==> config.mk <==
export PLATFORM = sky130hd
export DESIGN_NAME = stone_renderer
export DESIGN_NICKNAME = d
export VERILOG_FILES = /design/src/rtl/stone_renderer_pkg.sv /design/src/rtl/stone_renderer_sprite_scanner.sv /design/src/rtl/stone_renderer.sv
export SDC_FILE = /design/constraint.sdc
export NUM_CORES = 1
export LEC_CHECK = 0
export ABC_AREA = 1
export BUFFER_PORTS_ARGS = -buffer_cell sky130_fd_sc_hd__buf_2
export CORE_ASPECT_RATIO = 0.5
export CORE_MARGIN = 2
export CORE_UTILIZATION = 60
export CTS_BUF_LIST = sky130_fd_sc_hd__clkbuf_4
export DETAILED_ROUTE_END_ITERATION = 8
export PLACE_DENSITY = 0.89
export SYNTH_ARGS = -nofsm -noshare
export SYNTH_HDL_FRONTEND = slang
export SYNTH_SLANG_ARGS = --single-unit
==> constraint.sdc <==
create_clock -name clock -period 7.12 [get_ports clock]
set_input_delay 0.712 -clock clock [delete_from_list [all_inputs] [get_ports clock]]
set_output_delay 0.712 -clock clock [all_outputs]
set_load 0.05 [all_outputs]
==> src/rtl/stone_renderer_pkg.sv <==
`default_nettype none
// ============================================================================
// Module      : stone_renderer_pkg
// Description : Shared definitions for the stone renderer. Holds the item
//               record field positions (the rope controller uses the same
//               ones), the colour constants, the screen limits and the
//               renderer state encoding.
// Revision    : 1.0 - initial release
// ============================================================================
package stone_renderer_pkg;

  // Item record layout
  localparam int C_REC_X_MSB    = 31;
  localparam int C_REC_X_LSB    = 23;
  localparam int C_REC_Y_MSB    = 18;
  localparam int C_REC_Y_LSB    = 11;
  localparam int C_REC_TYPE_MSB = 3;
  localparam int C_REC_TYPE_LSB = 2;
  localparam int C_REC_VIS_BIT  = 1;
  localparam int C_REC_MOV_BIT  = 0;

  // Colours
  localparam logic [2:0] C_BG_COLOUR      = 3'b000;
  localparam logic [2:0] C_STONE_COLOUR   = 3'b111;
  localparam logic [2:0] C_GOLD_COLOUR    = 3'b110;
  localparam logic [2:0] C_DIAMOND_COLOUR = 3'b011;

  // Visible screen area; pixel sums are formed in 10 bits
  localparam logic [9:0] C_SCREEN_W = 10'd320;
  localparam logic [9:0] C_SCREEN_H = 10'd240;

  typedef enum logic [2:0] {
    S_IDLE   = 3'd0,
    S_ADDR   = 3'd1,
    S_WAIT   = 3'd2,
    S_LATCH  = 3'd3,
    S_ERASE  = 3'd4,
    S_DRAW   = 3'd5,
    S_UPDATE = 3'd6,
    S_NEXT   = 3'd7
  } state_t;

endpackage
`default_nettype wire

==> src/rtl/stone_renderer_sprite_scanner.sv <==
`default_nettype none
// ============================================================================
// Module      : sprite_scanner
// Description : Walks a SPRITE x SPRITE square one pixel per clock, dx
//               fastest. A load captures the base X/Y and colour and emits
//               pixel 0 on the next cycle; the scan then advances by itself.
//               Pixels falling off the 320x240 screen keep their slot in
//               the scan but are not plotted.
// Ports       : clk/rst        - clock, synchronous active-high reset
//               i_load         - start a new square (wins over a running one)
//               i_base_x/y     - square origin
//               i_colour       - colour for every pixel of the square
//               o_x/o_y/o_colour/o_plot - registered pixel write
//               o_last         - high while the final pixel is on the outputs
// Revision    : 1.0 - initial release
// ============================================================================
module sprite_scanner
  import stone_renderer_pkg::*;
#(
  parameter int SPRITE = 16
) (
  input  logic       clk,
  input  logic       rst,
  input  logic       i_load,
  input  logic [8:0] i_base_x,
  input  logic [7:0] i_base_y,
  input  logic [2:0] i_colour,
  output logic [8:0] o_x,
  output logic [7:0] o_y,
  output logic [2:0] o_colour,
  output logic       o_plot,
  output logic       o_last
);

  localparam int CW = $clog2(SPRITE);
  localparam int NW = 2 * CW;

  logic [NW-1:0] r_cnt;
  logic          r_active;
  logic [8:0]    r_bx;
  logic [7:0]    r_by;
  logic [8:0]    r_x;
  logic [7:0]    r_y;
  logic [2:0]    r_colour;
  logic          r_plot;

  logic [NW-1:0] w_cnt_nxt;
  logic [CW-1:0] w_dx;
  logic [CW-1:0] w_dy;
  logic [8:0]    w_sx;
  logic [7:0]    w_sy;
  logic [9:0]    w_px;
  logic [9:0]    w_py;
  logic          w_on_screen;

  assign w_cnt_nxt = r_cnt + {{(NW-1){1'b0}}, 1'b1};

  // Pixel being placed on the outputs at the next edge: pixel 0 of a fresh
  // load, otherwise the successor of the pixel currently shown.
  always_comb begin
    w_sx = r_bx;
    w_sy = r_by;
    w_dx = w_cnt_nxt[CW-1:0];
    w_dy = w_cnt_nxt[NW-1:CW];
    if (i_load) begin
      w_sx = i_base_x;
      w_sy = i_base_y;
      w_dx = '0;
      w_dy = '0;
    end
  end

  assign w_px        = {1'b0, w_sx} + {{(10-CW){1'b0}}, w_dx};
  assign w_py        = {2'b00, w_sy} + {{(10-CW){1'b0}}, w_dy};
  assign w_on_screen = (w_px < C_SCREEN_W) && (w_py < C_SCREEN_H);

  assign o_last   = r_active && (r_cnt == {NW{1'b1}});
  assign o_x      = r_x;
  assign o_y      = r_y;
  assign o_colour = r_colour;
  assign o_plot   = r_plot;

  always_ff @(posedge clk) begin
    if (rst) begin
      r_cnt    <= '0;
      r_active <= 1'b0;
      r_bx     <= '0;
      r_by     <= '0;
      r_x      <= '0;
      r_y      <= '0;
      r_colour <= '0;
      r_plot   <= 1'b0;
    end else if (i_load) begin
      r_cnt    <= '0;
      r_active <= 1'b1;
      r_bx     <= i_base_x;
      r_by     <= i_base_y;
      r_colour <= i_colour;
      r_x      <= w_px[8:0];
      r_y      <= w_py[7:0];
      r_plot   <= w_on_screen;
    end else if (r_active && !o_last) begin
      r_cnt    <= w_cnt_nxt;
      r_x      <= w_px[8:0];
      r_y      <= w_py[7:0];
      r_plot   <= w_on_screen;
    end else begin
      r_active <= 1'b0;
      r_plot   <= 1'b0;
    end
  end

endmodule
`default_nettype wire

==> src/rtl/stone_renderer.sv <==
`default_nettype none
// ============================================================================
// Module      : stone_renderer
// Description : Per-frame stone renderer. On start it reads each item record
//               through the shared RAM read port, erases the square drawn
//               for that index last frame when it moved or vanished, and
//               draws the square at the current position.
// Ports       : clock/reset     - clock, synchronous active-high reset
//               start           - frame pulse, accepted only when idle
//               quantity        - live record count, latched on start
//               data            - RAM q, valid one clock after the address
//               draw_stone_flag - this block owns the RAM read address
//               draw_index      - RAM read address
//               vga_x/y/colour/plot - registered pixel write
//               busy            - not idle
//               done            - one-cycle pulse at end of frame pass
// Revision    : 1.0 - initial release
// ============================================================================
module stone_renderer
  import stone_renderer_pkg::*;
#(
  parameter int         MAX_STONES = 16,
  parameter int         SPRITE     = 16,
  parameter logic [2:0] BG_COLOUR  = C_BG_COLOUR,
  parameter logic [2:0] C_STONE    = C_STONE_COLOUR,
  parameter logic [2:0] C_GOLD     = C_GOLD_COLOUR,
  parameter logic [2:0] C_DIAMOND  = C_DIAMOND_COLOUR,
  parameter int         IDX_W      = $clog2(MAX_STONES)
) (
  input  logic             clock,
  input  logic             reset,
  input  logic             start,
  input  logic [IDX_W-1:0] quantity,
  input  logic [31:0]      data,
  output logic             draw_stone_flag,
  output logic [IDX_W-1:0] draw_index,
  output logic [8:0]       vga_x,
  output logic [7:0]       vga_y,
  output logic [2:0]       vga_colour,
  output logic             vga_plot,
  output logic             busy,
  output logic             done
);

  function automatic logic [2:0] f_type_colour(input logic [1:0] t);
    case (t)
      2'b00:   return C_STONE;
      2'b01:   return C_GOLD;
      default: return C_DIAMOND;
    endcase
  endfunction

  state_t           r_state;
  logic [IDX_W-1:0] r_qty;
  logic [IDX_W-1:0] r_idx;
  logic [IDX_W-1:0] r_index;
  logic             r_flag;
  logic             r_busy;
  logic             r_done;
  logic [8:0]       r_x;
  logic [7:0]       r_y;
  logic [1:0]       r_type;
  logic             r_vis;

  // Shadow of what was drawn last frame, kept in flops so reset can
  // invalidate every entry in one cycle.
  logic [MAX_STONES-1:0] r_sh_valid;
  logic [8:0]            r_sh_x [MAX_STONES];
  logic [7:0]            r_sh_y [MAX_STONES];

  logic [8:0]     w_d_x;
  logic [7:0]     w_d_y;
  logic [1:0]     w_d_type;
  logic           w_d_vis;
  logic           w_unused_bits;
  logic           w_erase;
  logic [IDX_W:0] w_idx_nxt;
  logic           w_more;
  logic           w_load;
  logic [8:0]     w_base_x;
  logic [7:0]     w_base_y;
  logic [2:0]     w_load_colour;
  logic           w_scan_last;

  assign w_d_x         = data[C_REC_X_MSB:C_REC_X_LSB];
  assign w_d_y         = data[C_REC_Y_MSB:C_REC_Y_LSB];
  assign w_d_type      = data[C_REC_TYPE_MSB:C_REC_TYPE_LSB];
  assign w_d_vis       = data[C_REC_VIS_BIT];
  assign w_unused_bits = ^{data[22:19], data[10:4], data[C_REC_MOV_BIT]};

  // Erase only what was actually drawn and is now stale.
  assign w_erase = r_sh_valid[r_idx] &&
                   (!w_d_vis || (w_d_x != r_sh_x[r_idx]) || (w_d_y != r_sh_y[r_idx]));

  assign w_idx_nxt = {1'b0, r_idx} + {{IDX_W{1'b0}}, 1'b1};
  assign w_more    = w_idx_nxt < {1'b0, r_qty};

  // Scanner load points: leaving LATCH (erase or draw, decided from the live
  // RAM word) and the last erase pixel chaining straight into the draw.
  always_comb begin
    w_load        = 1'b0;
    w_base_x      = w_d_x;
    w_base_y      = w_d_y;
    w_load_colour = f_type_colour(w_d_type);
    case (r_state)
      S_LATCH: begin
        w_load = w_erase || w_d_vis;
        if (w_erase) begin
          w_base_x      = r_sh_x[r_idx];
          w_base_y      = r_sh_y[r_idx];
          w_load_colour = BG_COLOUR;
        end
      end
      S_ERASE: begin
        w_load        = w_scan_last && r_vis;
        w_base_x      = r_x;
        w_base_y      = r_y;
        w_load_colour = f_type_colour(r_type);
      end
      default: ;
    endcase
  end

  sprite_scanner #(
    .SPRITE(SPRITE)
  ) u_scan (
    .clk      (clock),
    .rst      (reset),
    .i_load   (w_load),
    .i_base_x (w_base_x),
    .i_base_y (w_base_y),
    .i_colour (w_load_colour),
    .o_x      (vga_x),
    .o_y      (vga_y),
    .o_colour (vga_colour),
    .o_plot   (vga_plot),
    .o_last   (w_scan_last)
  );

  always_ff @(posedge clock) begin
    if (reset) begin
      r_state    <= S_IDLE;
      r_qty      <= '0;
      r_idx      <= '0;
      r_index    <= '0;
      r_flag     <= 1'b0;
      r_busy     <= 1'b0;
      r_done     <= 1'b0;
      r_x        <= '0;
      r_y        <= '0;
      r_type     <= '0;
      r_vis      <= 1'b0;
      r_sh_valid <= '0;
    end else begin
      r_done <= 1'b0;
      case (r_state)
        S_IDLE: begin
          if (start) begin
            r_qty  <= quantity;
            r_idx  <= '0;
            r_busy <= 1'b1;
            if (quantity == '0) begin
              r_state <= S_NEXT;
            end else begin
              r_state <= S_ADDR;
              r_flag  <= 1'b1;
              r_index <= '0;
            end
          end
        end
        S_ADDR:  r_state <= S_WAIT;
        S_WAIT:  r_state <= S_LATCH;
        S_LATCH: begin
          r_flag <= 1'b0;
          r_x    <= w_d_x;
          r_y    <= w_d_y;
          r_type <= w_d_type;
          r_vis  <= w_d_vis;
          if (w_erase)      r_state <= S_ERASE;
          else if (w_d_vis) r_state <= S_DRAW;
          else              r_state <= S_UPDATE;
        end
        S_ERASE: begin
          if (w_scan_last) r_state <= r_vis ? S_DRAW : S_UPDATE;
        end
        S_DRAW: begin
          if (w_scan_last) r_state <= S_UPDATE;
        end
        S_UPDATE: begin
          r_sh_valid[r_idx] <= r_vis;
          r_state           <= S_NEXT;
        end
        S_NEXT: begin
          if (w_more) begin
            r_idx   <= w_idx_nxt[IDX_W-1:0];
            r_index <= w_idx_nxt[IDX_W-1:0];
            r_flag  <= 1'b1;
            r_state <= S_ADDR;
          end else begin
            r_busy  <= 1'b0;
            r_done  <= 1'b1;
            r_state <= S_IDLE;
          end
        end
        default: r_state <= S_IDLE;
      endcase
    end
  end

  // Position part of the shadow needs no reset; the valid bits gate it.
  always_ff @(posedge clock) begin
    if ((r_state == S_UPDATE) && r_vis) begin
      r_sh_x[r_idx] <= r_x;
      r_sh_y[r_idx] <= r_y;
    end
  end

  assign draw_stone_flag = r_flag;
  assign draw_index      = r_index;
  assign busy            = r_busy;
  assign done            = r_done;

endmodule
`default_nettype wire

# ---- Yosys cells after proc, flatten, opt, wreduce, memory -nomap -nowiden
# Memories as Yosys holds them, arrays and structs flattened. A register that Yosys moved wholly into a read port is not among the register bits.
# Cells that the tools add are included.
# Widths: inputs -> output; s select.
dict set report totals {
  out_inout_bits 28
  reg_bits 101
  wordCells 133
  mem_bits_rw 272
  memories 2
  inputBits 39
}
# memory depth width rd rd_clocked_by_memory_dff wr line_no
set mem_list {}
lappend mem_list {r_sh_x 16 9 1 1 1 stone_renderer.sv:68} ;# logic [8:0] r_sh_x [MAX_STONES];
lappend mem_list {r_sh_y 16 8 1 1 1 stone_renderer.sv:69} ;# logic [7:0] r_sh_y [MAX_STONES];
dict set report op_classes {
  n_reduce_logical 27
  addsub 4
  n_eq_ne 19
  bitwise_logic 1
  order_cmp 5
  n_mux 55
}
# op count
set op_table {}
lappend op_table {{$mux 4} 10}
lappend op_table {{$mux 9} 4}
lappend op_table {{$mux 8} 4}
lappend op_table {{$pmux 3 s8} 1}
lappend op_table {{$pmux 3 s2} 3}
lappend op_table {{$pmux 9 s2} 1}
lappend op_table {{$bwmux 16} 1}
lappend op_table {{$pmux 4 s2} 2}
lappend op_table {{$pmux 8 s2} 1}
lappend op_table {{$mux 1} 15}
lappend op_table {{$mux 3} 5}
lappend op_table {{$eq 3x3->1 const B} 4}
lappend op_table {{$add 9x4->10} 1}
lappend op_table {{$lt 10x8->1 const B} 1}
lappend op_table {{$lt 10x9->1 const B} 1}
lappend op_table {{$add 8x4->9} 1}
lappend op_table {{$ne 9x9->1} 1}
lappend op_table {{$reduce_and 3->1} 3}
lappend op_table {{$add 8x1->8 const B} 1}
lappend op_table {{$eq 8x8->1 const B} 1}
lappend op_table {{$ne 2x2->1 const B} 4}
lappend op_table {{$ne 8x8->1} 1}
lappend op_table {{$reduce_and 4->1} 2}
lappend op_table {{$logic_and 1x1->1} 7}
lappend op_table {{other kinds (23)} 36}

# ---- Longest topological paths before layout
dict set report logic_depth {
  ltp_word 12
  ltp_mapped 34
  ltp_nobuf 33
}

# ---- Cells and area by module
# From an unflattened synthesis, not the netlist that was laid out.
dict set report hier_totals {
  cells_unflattened 1880
  area_unflattened_um2 17159.0
}
# mod area_per_inst_um2 instances seq_area_each_um2 cells_per_inst
set by_module_without_submodules {}
lappend by_module_without_submodules {stone_renderer 14691.6 1 9328.9 1541}
lappend by_module_without_submodules {sprite_scanner 2467.4 1 940.9 339}

# ---- Least setup slack after synthesis
# OpenSTA, ideal clock, no wires.
dict set report synth_timing {
  path_type {register -> register}
  startpoint {register r_idx[0]}
  endpoint {register u_scan.r_plot, in the netlist u_scan.o_plot}
  path_stages_with_launch 26
  t_arrival_ns 3.512
  slack_ns 3.495
  n_path_buf 3
  period_less_slack_ns 3.625
  required_time_ns 7.007
  setup_time_ns 0.113
  path_cell_list {dfxtp_1 > inv_2 > buf_2 > o21ai_1 > o22ai_1 > nand2_1 > nand4_4 > or2_1 > a21boi_4 > inv_1 > clkbuf_1 > clkbuf_1 > nand2_1 > nand2_1 > ha_1 > fa_1 > nand2_1 > nand2_1 > a21oi_1 > nor2_2 > nand3_1 > nor2_1 > nand2_1 > nand2_1 > nor2_1 > nor2_1}
}
dict set report synth_between {
  elab_chain_len 11
  elab_cells_between_ends 20
  cone_classes {add/sub (2); order compare (2); mux (13); reduce/logical (3)}
}
# item line_no
set synth_lines {}
lappend synth_lines {{start, declared} stone_renderer.sv:55} ;# logic [IDX_W-1:0] r_idx;
lappend synth_lines {{start signal, assigned} stone_renderer.sv:195} ;# r_idx <= w_idx_nxt[IDX_W-1:0];
lappend synth_lines {{$bmux 1 s4 (*)} stone_renderer.sv:92} ;# assign w_erase = r_sh_valid[r_idx] &&
lappend synth_lines {{$mux 1 (not written as such) (*)} stone_renderer.sv:92}
lappend synth_lines {{$logic_and 1x1->1 (*)} stone_renderer.sv:92}
lappend synth_lines {{$mux 9 or $logic_or 1x1->1 (tied branches)} {stone_renderer.sv:108, stone_renderer.sv:107}}
lappend synth_lines {{$pmux 9 s2 or $pmux 1 s2 (tied branches)} stone_renderer.sv:105} ;# case (r_state)
lappend synth_lines {{$mux 9 (*)} stone_renderer_sprite_scanner.sv:65} ;# if (i_load) begin
lappend synth_lines {{named net u_scan.w_sx[0]} stone_renderer_sprite_scanner.sv:50} ;# logic [8:0] w_sx;
lappend synth_lines {{$add 9x4->10 (*)} stone_renderer_sprite_scanner.sv:73} ;# assign w_px = {1'b0, w_sx} + {{(10-CW){1'b0}}, w_dx};
lappend synth_lines {{$lt 10x9->1 (*)} stone_renderer_sprite_scanner.sv:75} ;# assign w_on_screen = (w_px < C_SCREEN_W) && (w_py < C_SCREEN_H);
lappend synth_lines {{$logic_and 1x1->1 (*)} stone_renderer_sprite_scanner.sv:75}
lappend synth_lines {{$mux 1} stone_renderer_sprite_scanner.sv:102} ;# end else if (r_active && !o_last) begin
lappend synth_lines {{$mux 1 (*)} stone_renderer_sprite_scanner.sv:93} ;# end else if (i_load) begin
lappend synth_lines {{end signal, assigned} stone_renderer_sprite_scanner.sv:101} ;# r_plot <= w_on_screen;
lappend synth_lines {{end signal, assigned} stone_renderer_sprite_scanner.sv:106} ;# r_plot <= w_on_screen;
lappend synth_lines {{end, declared} stone_renderer_sprite_scanner.sv:45} ;# logic r_plot;
# The timed path passes the listed nets; every way through them passes the cells marked *. The select of a mux whose other input is x is not followed.
# A chain may end at the register's enable or synchronous reset.

# ---- Worst setup path in the final report
# Same ends and word-level chain as after synthesis.

==> metrics.md <==
| Metric | Value |
|---|---|
| Result of the run | `finished, final reports clean` |
| Syn_area_per_cell | `9.40 µm²` |
| Fraction of registers with async set or reset after synthesis | `0` |
| CTS Buffer Depth | `3` |
| Final Hold Slack | `285 ps` |
| Number of placement rows | `43` |
| CP endpoint kind | `flip-flop` |
| Yosys top cell by area | `sky130_fd_sc_hd__edfxtp_1` |
| YS warnings | `0` |
| DRC violations left | `0` |
| Detailed placer's ending HPWL | `25300 µm` |
| Count of buffers inserted at the top-level ports | `54` |
| Number of endpoints with negative hold slack in the final report | `0` |
| Count of hold-fix buffers inserted at cts | `0` |
| Worst rel slew slack | `0.189` |
| Sequential cell area fraction in the yosys report | `0.617` |
| Wire length of the first global-routing pass | `66800 µm` |
| Unrepaired setup endpoints after global routing | `false` |
| Synthesis-stage register bit count | `377` |
| Mapped Area | `0.0166 mm²` |
| Critical-path maximum fanout | `32` |
| MaxCap Viol Count | `0` |
| Share of the clock period used by the worst path after layout | `0.764` |
| Master of the slowest instance on the critical path | `sky130_fd_sc_hd__inv_1` |
| Worst path most repeated cell | `sky130_fd_sc_hd__nand2_1` |
| GR Util met3 | `0.0952` |
| Clock Root Buffer | `sky130_fd_sc_hd__clkbuf_4` |
| Number of enable-type register cells in the synthesized netlist | `272` |
| Critical setup path kind | `reg -> reg` |
| Final #Nets | `1915` |
| Initial antenna violation count | `1` |
| Number of nets produced by synthesis | `1826` |
| Area growth syn-to-layout | `10.8%` |
| Final Wtd Congestion | `0.930` |
| Biggest cell delay along the critical path | `740 ps` |
| Top Ports | `67` |
| Leakage power summed over all cells | `7.46 nW` |
| Share of the synthesized area in the top cell type | `0.491` |
| Synth top area cells | `sky130_fd_sc_hd__edfxtp_1, sky130_fd_sc_hd__dfxtp_1, sky130_fd_sc_hd__nand2_1, sky130_fd_sc_hd__nor2_1, sky130_fd_sc_hd__nand3_1` |
| GR Overflow Total | `0` |
| Vias after detailed routing | `13580` |
| Vias per Instance | `5.89` |
| Power per cell area | `305 mW/mm²` |
| Met2 track demand over resource | `0.476` |
| Final setup violation count | `0` |
| Final Max Slew Viols | `0` |
| CTS buffer count | `85` |
| Period minus WS final | `5440 ps` |
| Total Routing Usage GR | `0.302` |
| Clock-pin slew on the worst setup and hold paths | `70 ps` |
| Layer carrying the most global-route usage | `met2` |
| Series of cell instances along the critical path | `inv_2 > o21ai_0 > o22ai_1 > nand2_1 > nand4_4 > or2_1 > a21boi_4 > inv_1 > nand2_1 > nand2_1 > ha_1 > fa_1 > nand2_1 > nand2_1 > a21oi_1 > nor2_2 > nand2_1 > nand2_1 > nand2_1 > inv_1 > nor2_1 > nor2_1 > nor2_1` |
| # Post-CTS Setup Buffers | `0` |
| Wirelength, routed | `43900 µm` |
| Category of the worst setup path launch point | `flip-flop` |
| Maximum VDD drop | `219 µV` |
| Vias in the first global route | `13069` |
| Initial standard-cell utilization of the core | `0.605` |
| Arrival time of data at the critical path endpoint | `6060 ps` |
| TNS Setup | `0 ps` |
| Routing usage on met1 | `0.375` |
| Final Util | `0.670` |
| Router iterations before antenna repair | `6` |
| Library cell with the highest instance count after synthesis | `sky130_fd_sc_hd__nand2_1` |
| Path type of the worst min-delay path | `in -> reg` |
| Height of the die | `122 µm` |
| Number of distinct library cells after synthesis | `40` |
| Highest attainable clock frequency | `0.184 GHz` |
| Most used flip-flop cell after synthesis | `sky130_fd_sc_hd__edfxtp_1` |
| Mapped Cells | `1769` |
| Number of gates given a new drive strength after cts | `0` |
| Per-cell routed wire length | `19.0 µm` |
| Die X-Extent | `239 µm` |
| Antenna Nets Post-Route | `0` |
| Skew-Pair Late Insertion Delay | `730 ps` |
| Violation count after the first detailed-route iteration | `2072` |
| TritonCTS clock tree | `done` |
| Transition time at the pin with the least slew margin | `1220 ps` |
| Data required time of the critical path | `7740 ps` |
| Floorplan core area | `0.0275 mm²` |
| # H-tree levels | `3` |
| Pin count of the biggest net entering global routing | `166` |
| Area of the die | `0.0292 mm²` |
| Top cells by instance count after synthesis | `sky130_fd_sc_hd__nand2_1, sky130_fd_sc_hd__edfxtp_1, sky130_fd_sc_hd__nor2_1, sky130_fd_sc_hd__inv_1, sky130_fd_sc_hd__nand3_1` |
| TritonCTS sink count | `377` |
| Fraction of layout instances using a drive strength above 1 | `0.137` |
| Worst clock skew | `46.5 ps` |
## where the power goes
| group | internal [mW] | switching, mW | total, mW |
|---|---|---|---|
| sequential | 2.46 | 0.103 | 2.57 |
| clock | 0.921 | 0.839 | 1.76 |
| combinational | 0.354 | 0.937 | 1.29 |
| total | 3.74 | 1.88 | 5.62 |
## path summary, 6_finish.rpt
path	slack, ps	cells after the start	start	to
hold / removal	290	3	data[3]	r_type[1]$_SDFFE_PP0P_
setup / recovery	1680	23	r_idx[0]$_SDFFE_PP0P_	u_scan.o_plot$_SDFF_PP0_
hold reg to reg	450	2	r_type[0]$_SDFFE_PP0P_	r_type[0]$_SDFFE_PP0P_
setup reg to reg	1680	23	r_idx[0]$_SDFFE_PP0P_	u_scan.o_plot$_SDFF_PP0_
## worst max-delay path, delay by kind of cell (launching register included)
| family | cells | cell delay, ps |
|---|---|---|
| buffers and inverters | 3 | 1030 |
| adders and majority gates | 2 | 620 |
| and+or+nand+nor | 14 | 1870 |
| DFF | 1 | 620 |
| AOI/OAI and AO/OA | 4 | 1220 |
## sequential cells by signal (all words and copies together), names as in the netlist, 9 cells and up, named ones only
name,count
r_sh_y,128
u_scan.r_bx,9
r_x,9
u_scan.o_x,9
r_sh_valid,16
r_sh_x,144
## cells in the final DEF (no fill, tap or decap), types with 7 or more instances in the layout
master / netlist / final
sky130_fd_sc_hd__clkbuf_4: 0 / 140
sky130_fd_sc_hd__dfxtp_1: 105 / 104
sky130_fd_sc_hd__nand3_1: 168 / 168
sky130_fd_sc_hd__nor3_1: 14 / 8
sky130_fd_sc_hd__nor2_2: 4 / 15
sky130_fd_sc_hd__o211ai_1: 29 / 29
sky130_fd_sc_hd__clkinv_1: 3 / 8
sky130_fd_sc_hd__nand4_1: 12 / 12
sky130_fd_sc_hd__o22ai_1: 12 / 12
sky130_fd_sc_hd__inv_1: 174 / 174
sky130_fd_sc_hd__xor2_1: 7 / 7
sky130_fd_sc_hd__o21ai_1: 33 / 33
sky130_fd_sc_hd__buf_2: 23 / 54
sky130_fd_sc_hd__ha_1: 16 / 16
sky130_fd_sc_hd__o21ai_0: 79 / 79
sky130_fd_sc_hd__a21oi_1: 102 / 102
sky130_fd_sc_hd__nor2_1: 232 / 221
sky130_fd_sc_hd__edfxtp_1: 272 / 272
sky130_fd_sc_hd__nand2_1: 386 / 386
sky130_fd_sc_hd__buf_4: 16 / 27
## through the flow
step / setup slack (ps) / instances / cell area (µm²) / total power [mW]
3_5_place_dp: 1930 / 2153 / 17300 / 3.84
4_1_cts: 1860 / 2304 / 18400 / 5.57
5_1_grt: 1400 / 2305 / 18400 / 5.84
3_3_place_gp: 2100 / 2153 / 17300 / 3.79
6_report: 1680 / 2305 / 18400 / 5.62
2_1_floorplan: 3500 / 1769 / 16600 / 3.47
## kinds of logic (layout without fill, tap and decap cells)
group | Yosys count | after routing | synth area share
other cells | 0 | 1 | 0
simple gates | 835 | 835 | 0.209
compound gates | 265 | 265 | 0.0871
flops | 377 | 377 | 0.617
fa+ha+maj | 18 | 18 | 0.0144
xor+xnor | 12 | 12 | 0.00632
buf+inv | 262 | 415 | 0.0654
## final cells by class
type | instances | area, µm²
diodes | 1 | 2.50
clock buffers | 140 | 1050
clock inverters | 11 | 81.3
fillers | 1841 | 9060
inverters | 180 | 676
multi-input cells | 1130 | 5330
flip-flops and latches | 377 | 10300
well taps | 382 | 478
repair buffers | 84 | 533
## routing by layer
layer  wire [µm]  up-vias
li1            -     6156
met1       15800     6218
met2       19700     1003
met3        6170      203
met4        2130        0
met5           0        -
Power figures use the tool's default switching activity.
